### src/rtl/serial_adder_pkg.sv
// Shared constants and FSM state encoding for the bit-serial adder.
package serial_adder_pkg;

    localparam int WIDTH_DEFAULT = 8;

    typedef enum logic [1:0] {
        ST_IDLE = 2'd0,
        ST_RUN  = 2'd1,
        ST_DONE = 2'd2
    } state_t;

endpackage

### src/rtl/serial_adder_fulladder.sv
// Per-bit arithmetic core: full adder assembled from two half adders and an OR.
module halfadder (
    input  logic a,
    input  logic b,
    output logic sum,
    output logic cout
);
    assign sum  = a ^ b;
    assign cout = a & b;
endmodule

module fulladder (
    input  logic a,
    input  logic b,
    input  logic cin,
    output logic sum,
    output logic cout
);
    logic s1_s;
    logic c1_s;
    logic c2_s;

    halfadder u_ha0 (.a(a),    .b(b),   .sum(s1_s), .cout(c1_s));
    halfadder u_ha1 (.a(s1_s), .b(cin), .sum(sum),  .cout(c2_s));

    assign cout = c1_s | c2_s;
endmodule

### src/rtl/serial_adder.sv
// Bit-serial WIDTH-bit adder, LSB first, one bit per clock with start/done handshake.
// Optional subtract mode (a - b) is enabled by defining SERIAL_ADDER_SUB_EN.
module serial_adder
    import serial_adder_pkg::*;
#(
    parameter int WIDTH = WIDTH_DEFAULT
) (
    input  logic             clk,
    input  logic             reset,
    input  logic             start,
`ifdef SERIAL_ADDER_SUB_EN
    input  logic             sub,
`endif
    input  logic [WIDTH-1:0] a,
    input  logic [WIDTH-1:0] b,
    output logic             busy,
    output logic             done,
    output logic [WIDTH-1:0] sum,
    output logic             carry
);
    localparam int CW = $clog2(WIDTH + 1);
    localparam logic [CW-1:0] LAST = CW'(WIDTH - 1);

    state_t           state_r;
    logic [WIDTH-1:0] sa_r;
    logic [WIDTH-1:0] sb_r;
    logic [WIDTH-1:0] r_r;
    logic             c_r;
    logic [CW-1:0]    count_r;
    logic             busy_r;
    logic             done_r;
    logic [WIDTH-1:0] sum_r;
    logic             carry_r;

    logic             bit_s;
    logic             cout_s;
    logic [WIDTH-1:0] r_next_s;
    logic [WIDTH-1:0] sb_load_s;
    logic             c_load_s;

    fulladder u_fa (
        .a    (sa_r[0]),
        .b    (sb_r[0]),
        .cin  (c_r),
        .sum  (bit_s),
        .cout (cout_s)
    );

    // New bit enters the result from the MSB side so the LSB lands at bit 0 after WIDTH shifts.
    assign r_next_s = WIDTH'({bit_s, r_r} >> 1'b1);

`ifdef SERIAL_ADDER_SUB_EN
    assign sb_load_s = sub ? ~b : b;
    assign c_load_s  = sub;
`else
    assign sb_load_s = b;
    assign c_load_s  = 1'b0;
`endif

    // Control FSM, operand/result shifting and registered handshake outputs.
    always_ff @(posedge clk) begin
        if (reset) begin
            state_r <= ST_IDLE;
            sa_r    <= '0;
            sb_r    <= '0;
            r_r     <= '0;
            c_r     <= 1'b0;
            count_r <= '0;
            busy_r  <= 1'b0;
            done_r  <= 1'b0;
            sum_r   <= '0;
            carry_r <= 1'b0;
        end else begin
            case (state_r)
                ST_IDLE: begin
                    done_r <= 1'b0;
                    if (start) begin
                        sa_r    <= a;
                        sb_r    <= sb_load_s;
                        c_r     <= c_load_s;
                        count_r <= '0;
                        busy_r  <= 1'b1;
                        state_r <= ST_RUN;
                    end
                end
                ST_RUN: begin
                    sa_r <= sa_r >> 1'b1;
                    sb_r <= sb_r >> 1'b1;
                    c_r  <= cout_s;
                    r_r  <= r_next_s;
                    if (count_r == LAST) begin
                        sum_r   <= r_next_s;
                        carry_r <= cout_s;
                        busy_r  <= 1'b0;
                        done_r  <= 1'b1;
                        state_r <= ST_DONE;
                    end else begin
                        count_r <= count_r + CW'(1);
                    end
                end
                ST_DONE: begin
                    done_r  <= 1'b0;
                    state_r <= ST_IDLE;
                end
                default: begin
                    busy_r  <= 1'b0;
                    done_r  <= 1'b0;
                    state_r <= ST_IDLE;
                end
            endcase
        end
    end

    assign busy  = busy_r;
    assign done  = done_r;
    assign sum   = sum_r;
    assign carry = carry_r;

endmodule

### config.mk
export PLATFORM = sky130hd
export DESIGN_NAME = serial_adder
export DESIGN_NICKNAME = d
export VERILOG_FILES = /design/src/rtl/serial_adder_pkg.sv /design/src/rtl/serial_adder_fulladder.sv /design/src/rtl/serial_adder.sv
export SDC_FILE = /design/constraint.sdc
export NUM_CORES = 1
export LEC_CHECK = 0
export CAP_MARGIN = 20
export CORE_ASPECT_RATIO = 1.5
export CORE_MARGIN = 4
export CORE_UTILIZATION = 38
export CTS_CLUSTER_DIAMETER = 200
export CTS_CLUSTER_SIZE = 25
export DETAILED_ROUTE_END_ITERATION = 8
export DONT_BUFFER_PORTS = 1
export PLACE_DENSITY = 0.5
export RECOVER_POWER = 25
export SYNTH_ARGS = -nofsm -noshare
export SYNTH_HDL_FRONTEND = slang
export SYNTH_SLANG_ARGS = --single-unit
### constraint.sdc
create_clock -name clk -period 1.6 [get_ports clk]
set_clock_uncertainty 0.2 [all_clocks]
set_input_delay 0.48 -clock clk [delete_from_list [all_inputs] [get_ports clk]]
set_output_delay 0.48 -clock clk [all_outputs]
set_load 0.02 [all_outputs]
==> results of run 1 <==
[report_power, final]
part	total (mW)	internal, mW	switching [mW]
clock network	0.840	0.508	0.332
registers	1.09	1.06	0.0306
logic	0.180	0.0788	0.101
[state kept, by name, indices dropped and copies added (netlist names)]
name / cells
sum: 8
r_r: 7
sa_r: 8
state_r: 2
sb_r: 8
count_r: 4
carry: 1
c_r: 1
busy: 1
done: 1
[worst paths after layout]
kind | from | endpoint | slack (ps) | cells after the start
worst max-delay path | count_r[0] | count_r[0] | 50 | 5
worst min-delay path | reset | sb_r[3] | 50 | 1
worst max register to register | count_r[0] | count_r[0] | 50 | 5
worst min register to register | r_r[1] | r_r[1] | 260 | 2
[kinds of logic after synthesis]
logic type | count (synthesis)
AO/OA/AOI/OAI | 66
adder cells (fa/ha/maj) | 2
buffers and inverters | 19
flip-flops | 41
AND/OR/NAND/NOR | 75
[synth_stat cells]
cell type,n
dfxtp_1,41
a21oi_1,33
nand2_1,30
nor2_1,19
a211oi_1,14
nand3_1,12
clkbuf_1,11
o21ai_0,9
buf_2,6
nor3_1,4
a22oi_1,3
nand2b_1,2
o211ai_1,2
a311oi_1,1
a31oi_1,1
and3b_1,1
buf_4,1
buf_6,1
fa_1,1
ha_1,1
nand3b_1,1
nand4_1,1
nor2b_1,1
nor3b_1,1
o21a_1,1
o21ba_2,1
o21bai_2,1
or3_1,1
or3b_2,1
or4_1,1
[repair_timing]
action,CTS,global route
gates cloned,0,0
hold buffers,0,0
endpoints found under the setup margin,1,18
pin swaps,0,4
gates resized for setup,1,10
setup buffers,0,3
[cell type report]
cell class / instances / area (um2) / share of cell area, %
tap: 46 / 57.6 / 2.99
multi-input combinational: 143 / 803 / 41.8
sequential: 41 / 827 / 43.0
timing repair buffer: 13 / 118 / 6.12
clock inverter: 1 / 30.0 / 1.56
clock buffer: 7 / 86.3 / 4.49
[critical path: cells and delay by family (launching register included)]
kind | cells | cell delay (ps)
DFF | 1 | 360
AOI/OAI and AO/OA | 1 | 110
adders and majority gates | 1 | 160
and+or+nand+nor | 2 | 530
buffers and inverters | 1 | 130
[stage by stage]
step / setup TNS (ps) / area (um2)
global route: -53.3 / 1920
floorplan: 0 / 1690
global placement: 0 / 1750
CTS: 0 / 1870
detailed placement: 0 / 1750
finish: 0 / 1920
[per-layer routing]
layer / global-route usage (%) / vias up / part of all wire (%)
li1: - / 714 / -
met1: 16.0 / 675 / 44
met2: 25.9 / 22 / 49
met3: 5.53 / 4 / 5.4
met4: 7.10 / 0 / 1.5
met5: 0 / - / 0
==> results.md, run 1 <==
- Slowest stage delay, CP: 360 ps
- CTS sink cnt: 41
- Drc violations: 0
- Tot GR Track Use: 14.9%
- Post-route insts no fill: 251
- Clock root buffer: clkbuf_8
- Pre-antenna DRT Iters: 4
- Number of H-tree levels: 2
- Worst-path fanout max: 6
- Worst setup path category: reg2reg
- Final WS setup: 45.9 ps
- Layout Utilization: 45.3%
- Syn avg cell area: 8.25 um2
- Vert. Die Dim: 89.3 um
- Initial DRC Count: 72
- # setup viols final: 0
- Top-area cell type share of the netlist area: 49.0%
- Share of layout cells above drive strength 1: 15.1%
- Mux cell area share after synthesis: 0%
- Routed Wire Length: 3.76 mm
- Post-DRT Antenna Nets: 0
- Final Cycle Share: 97.1%
- PD cells: 1100 nW/um2
- Worst min path class: in2reg
- Area delta synth->final: 14.7%
- Cell Chain, Critical Path: ha_4, and3b_2, buf_6, or3_4, a21oi_2
- YS warnings: 0
- Largest net degree at the start of global routing: 42
- Most frequent cells in the layout: dfxtp_1, a21oi_1, nand2_1, nor2_1, a211oi_1
- Placed Cells: 240
- Via count: 1415
- Worst rel slew slack: 81.6%
- Post-Synth Adder-Cell Area: 1.94%
- Global-route wire length before repair: 6.62 mm
- Post-Synthesis Cell Area: 1680 um2
- Clk pin slew, worst setup/hold paths: 70 ps
- Ports: 30
- Complex-gate fraction of the synthesized area: 23.7%
- Leak pwr: 0.691 nW
- Register bit total from synthesis: 41
- Site Rows: 29
- Post-synthesis xor/xnor area fraction: 0%
- CP Data Arrival Time: 1570 ps
- CTS tree: done
- Crit path capture type: flop
- Worst Path Required: 1620 ps
- Main combinational cell family by area after synthesis: compound AO/OA/AOI/OAI gates
- Clk buf depth: 2
- Syn Inst Count: 203
- Max-slew violations: 0
- Post-synthesis simple-gate area fraction: 20.0%
- Commonest non-fill, non-tap cell in the layout: dfxtp_1
- Max Clock Freq: 643 MHz
- PnR Total Power: 2.11 mW
- Register area share after synthesis: 49.0%
- Nets: 225
- CORE AREA: 4250 um2
- Full die area: 5560 um2
- Total gr overflow: 0
- Initial core utilization: 39.5%
- Crit path launch type: flop
- Distinct cells, synth: 30
- Pre-CTS setup slack: 19.3 ps
- Num CTS Buffers: 5
- Die Wd: 62.2 um
- Critical-path top delay cell: dfxtp_4
- Area contributors post-synth: dfxtp_1, a21oi_1, nand2_1
- Initial antenna violation count: 0
- Worst-skew pair later-pin latency: 290 ps
- Worst-margin pin slew: 276 ps
- # diodes: 0
- Max Cap Viol: 0
- Peak supply drop: 0.000877 V
- RSZ-0062 raised after global routing: true
- Hold slack: 53.8 ps
- Port Buffers: 0
- Number of fill cells in the layout: 451
- Final HPWL DP: 2.56 mm
- Final hold vios: 0
- Post-layout min period: 1550 ps
- Status: finished, final reports clean
- Drt wl/cell: 15.0 um
- Gpl congestion: 0.736
- Vias in the first global route: 1423
- Via density: 5.64
- Area leader, netlist: dfxtp_1
- Syn_nets: 224
Power figures use the tool's default switching activity.
==> run 2: changes to the inputs <==
--- a/config.mk
+++ b/config.mk
@@ -5,6 +5,7 @@
 export SDC_FILE = /design/constraint.sdc
 export NUM_CORES = 1
 export LEC_CHECK = 0
+export ABC_CLOCK_PERIOD_IN_PS = 1600
 export CAP_MARGIN = 20
 export CORE_ASPECT_RATIO = 1.5
 export CORE_MARGIN = 4
==> results of run 2 <==
Same layout as run 1: the final DEF is identical, and so are final timing and power.
